`config.mk`:
```
export PLATFORM = sky130hd
export DESIGN_NAME = instr_fetch
export DESIGN_NICKNAME = d
export VERILOG_FILES = /design/src/rtl/instr_fetch.sv
export SDC_FILE = /design/constraint.sdc
export NUM_CORES = 1
export LEC_CHECK = 0
export CAP_MARGIN = 20
export CORE_MARGIN = 2
export CORE_UTILIZATION = 46
export CTS_CLUSTER_SIZE = 16
export DETAILED_ROUTE_END_ITERATION = 12
export PLACE_DENSITY_LB_ADDON = 0.08
export SYNTH_ARGS = -nofsm -noshare
export SYNTH_HDL_FRONTEND = slang
export SYNTH_SLANG_ARGS = --single-unit
export TNS_END_PERCENT = 20
```
`constraint.sdc`:
```
create_clock -name clk -period 2.85 [get_ports clk]
set_input_delay 0.57 -clock clk [delete_from_list [all_inputs] [get_ports clk]]
set_output_delay 0.57 -clock clk [all_outputs]
set_load 0.01 [all_outputs]
```
`src/rtl/instr_fetch.sv`:
```
// Fetch stage: owns the PC, drives instruction-memory address, resolves J/JAL
// targets locally and registers each fetched word into the IF/ID register.
module instr_fetch #(
    parameter logic [31:0] RESET_PC   = 32'h0000_0000,
    parameter int unsigned IMEM_BYTES = 256
) (
    input  logic        clk,
    input  logic        rst_n,
    output logic [31:0] imem_addr,
    input  logic [31:0] imem_inst,
    input  logic        stall,
    input  logic        redirect_valid,
    input  logic [31:0] redirect_pc,
    input  logic        halt_req,
    output logic        if_id_valid,
    output logic [31:0] if_id_inst,
    output logic [31:0] if_id_pc4,
    output logic        fetch_fault,
    output logic        halted
);

    typedef enum logic [1:0] {
        BOOT = 2'd0,
        RUN  = 2'd1,
        HALT = 2'd2
    } state_t;

    localparam logic [31:0] PC_LIMIT = 32'(IMEM_BYTES);
    localparam logic [5:0]  OP_J     = 6'b000010;
    localparam logic [5:0]  OP_JAL   = 6'b000011;

    state_t      state;
    logic [31:0] pc;
    logic [31:0] pc4;
    logic [31:0] jump_pc;
    logic [5:0]  opcode;
    logic        is_jump;
    logic        out_of_range;
    logic        redirect_misaligned;

    assign imem_addr           = pc;
    assign pc4                 = pc + 32'd4;
    assign opcode              = imem_inst[31:26];
    assign is_jump             = (opcode == OP_J) || (opcode == OP_JAL);
    // Region bits come from the sequential successor, not the J itself.
    assign jump_pc             = {pc4[31:28], imem_inst[25:0], 2'b00};
    assign out_of_range        = (pc >= PC_LIMIT);
    assign redirect_misaligned = (redirect_pc[1:0] != 2'b00);

    always_ff @(posedge clk or negedge rst_n) begin
        if (!rst_n) begin
            state       <= BOOT;
            pc          <= RESET_PC;
            if_id_valid <= 1'b0;
            if_id_inst  <= 32'd0;
            if_id_pc4   <= 32'd0;
            fetch_fault <= 1'b0;
            halted      <= 1'b0;
        end else begin
            case (state)
                BOOT: begin
                    state <= RUN;
                end
                RUN: begin
                    if (redirect_valid && redirect_misaligned) begin
                        state       <= HALT;
                        halted      <= 1'b1;
                        fetch_fault <= 1'b1;
                        if_id_valid <= 1'b0;
                    end else if (redirect_valid) begin
                        // Wins over stall: IF/ID holds a wrong-path word.
                        pc          <= redirect_pc;
                        if_id_valid <= 1'b0;
                    end else if (stall) begin
                        pc          <= pc;
                    end else if (halt_req) begin
                        state       <= HALT;
                        halted      <= 1'b1;
                        if_id_valid <= 1'b0;
                    end else if (out_of_range) begin
                        state       <= HALT;
                        halted      <= 1'b1;
                        fetch_fault <= 1'b1;
                        if_id_valid <= 1'b0;
                    end else begin
                        if_id_valid <= 1'b1;
                        if_id_inst  <= imem_inst;
                        if_id_pc4   <= pc4;
                        pc          <= is_jump ? jump_pc : pc4;
                    end
                end
                HALT: begin
                    if_id_valid <= 1'b0;
                    halted      <= 1'b1;
                end
                default: begin
                    state       <= HALT;
                    halted      <= 1'b1;
                    if_id_valid <= 1'b0;
                end
            endcase
        end
    end

endmodule

```
# ---- Word-level counts from Yosys, hierarchy flattened
# Cells that the tools add are included.
dict set report op_classes {
  addsub 1
  mul 0
  div 0
  n_lt_le_gt_ge 1
  n_eq_ne 14
  shift 0
  muxes 27
  bitwise 7
  n_reduce_logical 11
}
# op n
set ops {}
lappend ops {{two-way mux 32 bit} 4}
lappend ops {{adder 32 x 3 -> 32 bit (second input constant)} 1}
lappend ops {{greater-or-equal comparator 32 x 9 -> 1 bit (second input constant)} 1}
lappend ops {{two-way mux 28 bit} 1}
lappend ops {{two-way mux 1 bit} 14}
lappend ops {{equality test 6 x 2 -> 1 bit (second input constant)} 2}
lappend ops {{two-way mux 2 bit} 5}
lappend ops {{AND reduction 5 bit} 2}
lappend ops {{!= test 2 x 1 -> 1 bit (second input constant)} 4}
lappend ops {{!= test 4 bit (second input constant)} 2}
lappend ops {{AND reduction 4 bit} 2}
lappend ops {{NOT 1 bit} 7}
lappend ops {{!= test 3 bit (second input constant)} 2}
lappend ops {{one-hot mux 2 bit (3 select lines)} 1}
lappend ops {{AND reduction 6 bit} 1}
lappend ops {{!= test 2 bit (second input constant)} 2}
lappend ops {{one-hot mux 1 bit (2 select lines)} 2}
lappend ops {{nonzero test 2 bit} 2}
lappend ops {{equality test 2 x 1 -> 1 bit (second input constant)} 1}
lappend ops {{equality test 2 bit (second input constant)} 1}
lappend ops {{logical NOT 2 bit} 1}
lappend ops {{AND reduction 2 bit} 1}
lappend ops {{logical AND 1 bit} 1}
lappend ops {{logical OR 1 bit} 1}
dict set report word_totals {
  reg_bits 101
  latch_bits 0
  mem_bits_rw 0
  romBits 0
  input_bits 69
  output_inout_bits 99
  word_cells 68
  n_memories 0
}

# ---- Logic depth before layout (Yosys ltp)
# Gate-level depths: netlist of run 1.
dict set report logic_depth {
  depth_word 7
  depth_mapped 8
  mapped_depth_nobuf 6
}

# ---- Worst setup path after synthesis of run 1
# No wires, ideal clock.
dict set report synth_path {
  path_kind {input port to flip-flop}
  from {input imem_inst[29]}
  to {register pc[10] (netlist: imem_addr[10])}
  setup_time_ps 125
  arrival_ps 2165
  required_ps 2725
  slack_ps 560
  stages 8
  n_path_buf 3
  path_cell_list {or4b_1 buf_2 or2_1 buf_2 buf_4 nor2_1 o31ai_1 mux2_2}
}
dict set report synth_via {
  elab_chain_cells 7
  word_cells_on_any_way 8
  cone_classes {eq/ne (2); mux (5); reduce/logical (1)}
}
# item line
set synth_rtl {}
lappend synth_rtl {{start, declared} 10} ;# input logic [31:0] imem_inst,
lappend synth_rtl {{equality test 6 x 2 -> 1 bit} 44} ;# assign is_jump = (opcode == OP_J) || (opcode == OP_JAL);
lappend synth_rtl {{logical OR 1 bit *} 44}
lappend synth_rtl {{two-way mux 28 bit *} 89} ;# pc <= is_jump ? jump_pc : pc4;
lappend synth_rtl {{two-way mux 32 bit *} 80} ;# end else if (out_of_range) begin
lappend synth_rtl {{two-way mux 32 bit *} 76} ;# end else if (halt_req) begin
lappend synth_rtl {{two-way mux 32 bit *} 74} ;# end else if (stall) begin
lappend synth_rtl {{two-way mux 32 bit *} 70} ;# end else if (redirect_valid) begin
lappend synth_rtl {{end signal, assigned} 72} ;# pc <= redirect_pc;
lappend synth_rtl {{end signal, assigned} 75} ;# pc <= pc;
lappend synth_rtl {{end signal, assigned} 89}
lappend synth_rtl {{end, declared} 33} ;# logic [31:0] pc;
# Every way passes the cells marked *; elsewhere a longest branch is shown, timed or not. The select of a mux whose other input is x is not followed.
# A chain may end at the register's enable or synchronous reset.

# ---- Worst setup path in the final report of run 1
dict set report layout_path {
  from {register pc[15] (netlist: imem_addr[15])}
  to {register pc[13] (netlist: imem_addr[13])}
}
dict set report layout_via {
  elab_chain_cells 3
}
# item line
set layout_rtl {}
lappend layout_rtl {{greater-or-equal comparator 32 x 9 -> 1 bit} 47} ;# assign out_of_range = (pc >= PC_LIMIT);
lappend layout_rtl {{!= test 2 bit (no source line)} n/a}
lappend layout_rtl {{AND reduction 5 bit (no source line)} n/a}
# No other way between the ends.

==> results of run 1 <==
## per-stage QoR
stage	hold slack (ns)	cell area (sq um)	total power, mW
after global routing	0.164	6880	3.75
after global placement	0.459	6680	2.65
after detailed placement	0.455	6680	2.66
after CTS	0.144	6880	3.59
final	0.131	6880	3.56
after floorplan	0.274	4820	2.11
## Yosys cell counts (6+ instances only)
cell and count:
sky130_fd_sc_hd__a21oi_1 17, sky130_fd_sc_hd__and2_1 28, sky130_fd_sc_hd__clkbuf_1 13, sky130_fd_sc_hd__dfrtp_1 101, sky130_fd_sc_hd__inv_1 18, sky130_fd_sc_hd__mux2_2 9
sky130_fd_sc_hd__mux2_4 33, sky130_fd_sc_hd__nand2_1 34, sky130_fd_sc_hd__nand3_1 11, sky130_fd_sc_hd__nand4_1 7, sky130_fd_sc_hd__nor2_1 17, sky130_fd_sc_hd__nor3_1 7
sky130_fd_sc_hd__nor4_1 6, sky130_fd_sc_hd__o21ai_0 17, sky130_fd_sc_hd__o31ai_1 6, sky130_fd_sc_hd__o41ai_1 6
## worst max path at each step
stage,from,endpoint
final,imem_addr[15],imem_addr[13]
after global routing,imem_addr[15],imem_addr[13]
after CTS,imem_addr[15],imem_addr[13]
after detailed placement,imem_inst[29],imem_addr[4]
after global placement,imem_inst[29],imem_addr[26]
after floorplan,imem_inst[29],imem_addr[10]
## cell type report
class | count | area [sq um] | share of cell area
inverter | 19 | 71.3 | 0.0104
tap | 136 | 170 | 0.0247
multi-input combinational | 276 | 2070 | 0.302
timing repair buffer | 186 | 1830 | 0.266
sequential | 101 | 2530 | 0.368
clock inverter | 7 | 76.3 | 0.0111
clock buffer | 9 | 124 | 0.0180
## worst max-delay path, delay by kind of cell, from the launching register on
kind,cells,cell delay [ns]
DFF,1,0.47
buffers and inverters,1,0.27
and+or+nand+nor,3,1.24
AOI/OAI and AO/OA,2,0.48
## registers in the layout, summed over array words and instances (netlist names)
name         flops
if_id_valid      1
halted           1
if_id_pc4       32
if_id_inst      32
state            2
imem_addr       32
fetch_fault      1
## layer usage
layer	wire, microns	up-vias
met1	6030	2005
li1	-	1866
met2	6560	167
met4	235	0
met3	969	20
met5	0	-
## cells by family (layout without fill, tap and decap cells)
group,after synthesis,in the layout,synth area share
XOR/XNOR,4,4,0.00727
buffers and inverters,45,221,0.0462
adder cells (fa/ha/maj),2,2,0.00519
AND/OR/NAND/NOR,130,130,0.147
AO/OA/AOI/OAI,93,93,0.136
flip-flops,101,101,0.524
multiplexers,47,47,0.134
## report_power, final
group	leakage [nW]	switching [mW]	internal, mW
logic	1.62	0.383	0.482
registers	1.35	0.221	1.56
clock network	0.100	0.569	0.345
## placed cells by master (no fill, tap or decap), types with 4 or more instances in the layout
cell type and instances:
sky130_fd_sc_hd__a211oi_1 5, sky130_fd_sc_hd__a21oi_1 17, sky130_fd_sc_hd__and2_1 28, sky130_fd_sc_hd__buf_4 18
sky130_fd_sc_hd__clkbuf_8 9, sky130_fd_sc_hd__clkdlybuf4s50_1 165, sky130_fd_sc_hd__dfrtp_1 101, sky130_fd_sc_hd__inv_1 18
sky130_fd_sc_hd__mux2_2 9, sky130_fd_sc_hd__mux2_4 33, sky130_fd_sc_hd__mux2i_1 5, sky130_fd_sc_hd__nand2_1 34
sky130_fd_sc_hd__nand3_1 11, sky130_fd_sc_hd__nand4_1 7, sky130_fd_sc_hd__nor2_1 17, sky130_fd_sc_hd__nor3_1 7
sky130_fd_sc_hd__nor4_1 6, sky130_fd_sc_hd__nor4_2 4, sky130_fd_sc_hd__o211ai_1 4, sky130_fd_sc_hd__o21ai_0 17
sky130_fd_sc_hd__o22a_1 4, sky130_fd_sc_hd__o31ai_1 6, sky130_fd_sc_hd__o32ai_1 5, sky130_fd_sc_hd__o41ai_1 6
==> results.rst, run 1 <==
.. list-table::
   :header-rows: 1

   * - Metric
     - Value
   * - Outcome
     - finished clean
   * - Floorplan row count
     - 37
   * - Placer congestion estimate
     - 0.866
   * - Area of the core
     - 10200 sq um
   * - First-pass GRT wire length
     - 22100 microns
   * - Met2 global-route usage
     - 0.395
   * - Clock latency reported for the late side of the worst-skew pair
     - 0.37 ns
   * - Worst reg2reg setup slack
     - 0.24 ns
   * - Final Util
     - 0.672
   * - Post-layout net count
     - 664
   * - Initial core utilization
     - 0.471
   * - Total of hold buffers inserted after clock tree synthesis
     - 0
   * - Vias in the first global route
     - 4070
   * - DIE HEIGHT
     - 106 microns
   * - Sequential element share of the synthesized area
     - 0.524
   * - Top fanout value on the critical path
     - 10
   * - Type of the worst min-delay path
     - input port to asynchronous set/reset pin
   * - Setup TNS
     - 0 ns
   * - Static power due to leakage
     - 3.06 nW
   * - Met3 Use GR
     - 0.0460
   * - Total number of clock tree sinks
     - 101
   * - Syn Area/Cell
     - 11.4 sq um
   * - Die ar.
     - 11300 sq um
   * - Power per Cell Area
     - 518 nW/um^2
   * - X dimension of the die
     - 106 microns
   * - Kind of capture point of the worst setup path
     - flip-flop
   * - Critical Path, Cell by Cell
     - nor4_2 > nand4_2 > or2_2 > a21oi_4 > buf_4 > a32oi_1
   * - Total of fill cells in the finished design
     - 830
   * - Worst EP required
     - 3.07 ns
   * - Port bufs
     - 167
   * - Iteration count of the initial detailed-routing pass
     - 5
   * - Peak ir drop on the vdd network
     - 0.000340 V
   * - Worst slew pin tran
     - 0.717 ns
   * - Clock buffers created by TritonCTS
     - 9
   * - Routing usage on met1
     - 0.352
   * - Hold Fails Final Rpt
     - 0
   * - Setup ws final
     - 0.235 ns
   * - Post-Synthesis Net Count
     - 493
   * - Proportion of register bits with asynchronous set or reset after synthesis
     - 1.00
   * - Detail-routed net length per standard cell
     - 18.8 microns
   * - Pin count of the biggest net entering global routing
     - 72
   * - Endpoints failing setup
     - 0
   * - Setup bufs post-CTS
     - 0
   * - Iter 0 DRT Violations
     - 282
   * - Clk pin slew, worst setup/hold paths
     - 0.12 ns
   * - CTS root buffer
     - sky130_fd_sc_hd__clkbuf_8
   * - Number of levels in the clock H-tree
     - 3
   * - Synthesis-to-finish area growth
     - 42.6%
   * - Overall fraction of global-route tracks in use
     - 0.250
   * - Worst Setup Slack post-DPL
     - 0.102 ns
   * - Setup Crit Path Kind
     - flip-flop to flip-flop
   * - Total grt overflow
     - 0
   * - Number of placed instances with taps included
     - 718
   * - Cell types with the largest area share after synthesis
     - sky130_fd_sc_hd__dfrtp_1 52%, sky130_fd_sc_hd__mux2_4 10%, sky130_fd_sc_hd__and2_1 3.6%
   * - Reg-to-reg startpoint
     - imem_addr[15]
   * - Count of state elements after synthesis
     - 101
   * - Reg-to-reg endpoint
     - imem_addr[13]
   * - Initial antenna violation count
     - 0
   * - RSZ-0062 raised after global routing
     - no
   * - Routed via count
     - 4058
   * - Remaining number of nets flagged by the antenna check after routing
     - 0
   * - Largest area contributor in the synthesized netlist
     - sky130_fd_sc_hd__dfrtp_1
   * - Signal arrival time at the worst endpoint
     - 2.83 ns
   * - Launching element type of the critical path
     - flip-flop
   * - Worst r2r path cells
     - 6
   * - Relative slew margins
     - 0.519
   * - YS warnings
     - 0
   * - Diode count
     - 0
   * - Netlist area before placement
     - 4820 sq um
   * - Proportion of layout cells with a drive suffix above 1
     - 0.152
   * - Top Usage Layer GRT
     - met2
   * - Clock skew
     - 0.0187 ns
   * - CTS tree
     - yes
   * - Cell variety after synth
     - 62
   * - Final worst path period need
     - 2.61 ns
   * - Total I/O pin count
     - 168
   * - Via density per instance
     - 5.53
   * - Resized cells post-CTS
     - 0
   * - Finished Layout Cells
     - 734
   * - Crit share post-route
     - 0.917
   * - Max-Cap Viols
     - 0
   * - Max Buffers Root-to-Sink
     - 2
   * - Ys flop type
     - sky130_fd_sc_hd__dfrtp_1
   * - Number of max-slew violations in the final report
     - 0
   * - Post-synthesis cell count
     - 422
   * - Achievable clock frequency
     - 0.382 GHz
   * - DRC errors left
     - 0
   * - Slowest Stage Delay on Critical Path
     - 0.48 ns
   * - Share of Yosys cell area claimed by the top area cell type
     - 0.524
   * - Slowest CP cell
     - sky130_fd_sc_hd__or2_2
   * - Routed Wire Length
     - 13800 microns
   * - EDFF count, synth
     - 0
   * - Half-perimeter wire length of the detailed placement result
     - 10000 microns
Note: power is estimated with default switching activity, not from simulation.
==> inputs of run 2 (changes only) <==
--- a/config.mk
+++ b/config.mk
@@ -7,7 +7,7 @@
 export LEC_CHECK = 0
 export CAP_MARGIN = 20
 export CORE_MARGIN = 2
-export CORE_UTILIZATION = 46
+export CORE_UTILIZATION = 45
 export CTS_CLUSTER_SIZE = 16
 export DETAILED_ROUTE_END_ITERATION = 12
 export PLACE_DENSITY_LB_ADDON = 0.08
==> run 2 against run 1 <==
Net effect: global-route usage fell by 0.53 points; first-iteration DRC count rose by 6.4%; clock-buffer cell count rose by 1; die area rose by 2.1%; critical path depth fell by 1; sequential power barely moved; clock skew fell by 0.0066 ns; cell count rose by 0.41%; utilization fell by 0.76 points; worst hold slack improved by 0.054 ns; critical endpoint is now if_id_inst[17].
==> results.rst, run 2 (same netlist as run 1, synthesis figures left out) <==
.. list-table::
   :header-rows: 1

   * - Metric
     - Value
   * - Outcome
     - finished clean
   * - Kind of capture point of the worst setup path
     - flip-flop
   * - X dimension of the die
     - 108 microns
   * - Endpoints failing setup
     - 0
   * - Iter 0 DRT Violations
     - 300
   * - Most common cell after layout, fill and taps aside
     - sky130_fd_sc_hd__clkdlybuf4s50_1
   * - Detail-routed net length per standard cell
     - 18.4 microns
   * - Pin count of the biggest net entering global routing
     - 55
   * - Share of power burned in the clock network
     - 0.247
   * - Remaining number of nets flagged by the antenna check after routing
     - 0
   * - Peak ir drop on the vdd network
     - 0.000352 V
   * - CTS tree
     - yes
   * - RSZ-0062 raised after global routing
     - no
   * - Half-perimeter wire length of the detailed placement result
     - 10100 microns
   * - Static power due to leakage
     - 3.07 nW
   * - Max Buffers Root-to-Sink
     - 2
   * - Internal power of the cells
     - 2.38 mW
   * - Launching element type of the critical path
     - flip-flop
   * - DIE HEIGHT
     - 108 microns
   * - Total grt overflow
     - 0
   * - Combinational share of power
     - 0.248
   * - Total I/O pin count
     - 168
   * - Via density per instance
     - 5.44
   * - Worst Setup Slack post-DPL
     - 0.0958 ns
   * - Clock skew
     - 0.0122 ns
   * - Routed via count
     - 4006
   * - DRC errors left
     - 0
   * - Sw frac
     - 0.322
   * - Clock buffers created by TritonCTS
     - 9
   * - Floorplan row count
     - 37
   * - Hold Fails Final Rpt
     - 0
   * - Clock latency reported for the late side of the worst-skew pair
     - 0.37 ns
   * - Die ar.
     - 11600 sq um
   * - Vias in the first global route
     - 4118
   * - Worst EP required
     - 3.11 ns
   * - Setup bufs post-CTS
     - 0
   * - Power per Cell Area
     - 510 nW/um^2
   * - Sequential share of power
     - 0.506
   * - Max-Cap Viols
     - 0
   * - Routed Wire Length
     - 13600 microns
   * - Total net switching power
     - 1.13 mW
   * - Placer congestion estimate
     - 0.854
   * - Setup ws final
     - 0.402 ns
   * - Total of fill cells in the finished design
     - 852
   * - CTS root buffer
     - sky130_fd_sc_hd__clkbuf_8
   * - Post-Place Cell Area
     - 6710 sq um
   * - Overall fraction of global-route tracks in use
     - 0.245
   * - Number of max-slew violations in the final report
     - 0
   * - Setup Crit Path Kind
     - flip-flop to flip-flop
   * - Initial antenna violation count
     - 0
   * - Proportion of layout cells with a drive suffix above 1
     - 0.155
   * - Total number of clock tree sinks
     - 101
   * - Area of the core
     - 10400 sq um
   * - Iteration count of the initial detailed-routing pass
     - 5
   * - First-pass GRT wire length
     - 22100 microns
   * - Number of levels in the clock H-tree
     - 3
   * - Total of hold buffers inserted after clock tree synthesis
     - 0
   * - Diode count
     - 0
   * - Crit share post-route
     - 0.859
   * - Commonest cells after routing, fill and taps aside
     - 165 x sky130_fd_sc_hd__clkdlybuf4s50_1, 101 x sky130_fd_sc_hd__dfrtp_1, 34 x sky130_fd_sc_hd__nand2_1
   * - Number of placed instances with taps included
     - 721
   * - Clk pin slew, worst setup/hold paths
     - 0.10 ns
   * - Setup TNS
     - 0 ns
   * - Finished Layout Cells
     - 737
   * - Port bufs
     - 167
   * - Type of the worst min-delay path
     - input port to asynchronous set/reset pin
   * - Achievable clock frequency
     - 0.408 GHz
   * - Resized cells post-CTS
     - 0
   * - Worst slew pin tran
     - 0.737 ns
   * - Total Power
     - 3.51 mW
   * - Initial core utilization
     - 0.465
   * - Final design area excluding fillers
     - 6890 sq um
   * - Final worst path period need
     - 2.45 ns
   * - Post-layout net count
     - 667
   * - Synthesis-to-finish area growth
     - 42.9%
   * - Top fanout value on the critical path
     - 26
   * - Signal arrival time at the worst endpoint
     - 2.70 ns
   * - Relative slew margins
     - 0.505
[run 2: worst paths after layout]
path,from,to,slack [ns],cells after the start
min in group clk,if_id_inst[14],if_id_inst[14],0.49,2
max in group asynchronous,rst_n,imem_addr[22],1.84,2
setup reg to reg,imem_addr[16],if_id_inst[17],0.40,5
setup / recovery,imem_addr[16],if_id_inst[17],0.40,5
hold reg to reg,if_id_inst[14],if_id_inst[14],0.49,2
hold / removal,rst_n,if_id_pc4[17],0.19,1
[run 2: layout make-up]
type	count	area [sq um]	area share
Inverter	19	71.3	0.0104
Clock inverter	6	52.6	0.00763
Tap cell	136	170	0.0247
Clock buffer	10	128	0.0185
Sequential cell	101	2530	0.367
Multi-Input combinational cell	276	2070	0.301
Timing Repair Buffer	189	1870	0.271
[run 2: metrics by stage]
| stage | hold slack, ns | util |
|---|---|---|
| 6_report | 0.185 | 0.664 |
| 5_1_grt | 0.216 | 0.664 |
| 4_1_cts | 0.215 | 0.664 |
| 3_5_place_dp | 0.471 | 0.647 |
| 3_3_place_gp | 0.458 | 0.647 |
| 2_1_floorplan | 0.274 | - |
[run 2: worst max-delay path, stage by stage, from the launching register on]
cell and delay (ns):
sky130_fd_sc_hd__dfrtp_1 0.47, sky130_fd_sc_hd__nor4_1 0.40, sky130_fd_sc_hd__nand2_1 0.17, sky130_fd_sc_hd__or4_4 0.73, sky130_fd_sc_hd__buf_12 0.24, sky130_fd_sc_hd__mux2_4 0.30
[run 2: per-layer routing]
layer | share of wire | track usage | up-vias
li1 | - | - | 1873
met1 | 0.45 | 0.351 | 1942
met2 | 0.47 | 0.385 | 170
met3 | 0.061 | 0.0406 | 21
met4 | 0.017 | 0.0678 | 0
met5 | 0 | 0 | -
[run 2: power by group through the flow]
stage | registers [mW] | logic, mW | clock network [mW]
2_1_floorplan | 1.80 | 0.304 | 0
3_3_place_gp | 1.80 | 0.859 | 0
3_5_place_dp | 1.80 | 0.874 | 0
4_1_cts | 1.77 | 0.879 | 0.887
5_1_grt | 1.80 | 0.942 | 0.952
6_report | 1.78 | 0.870 | 0.866
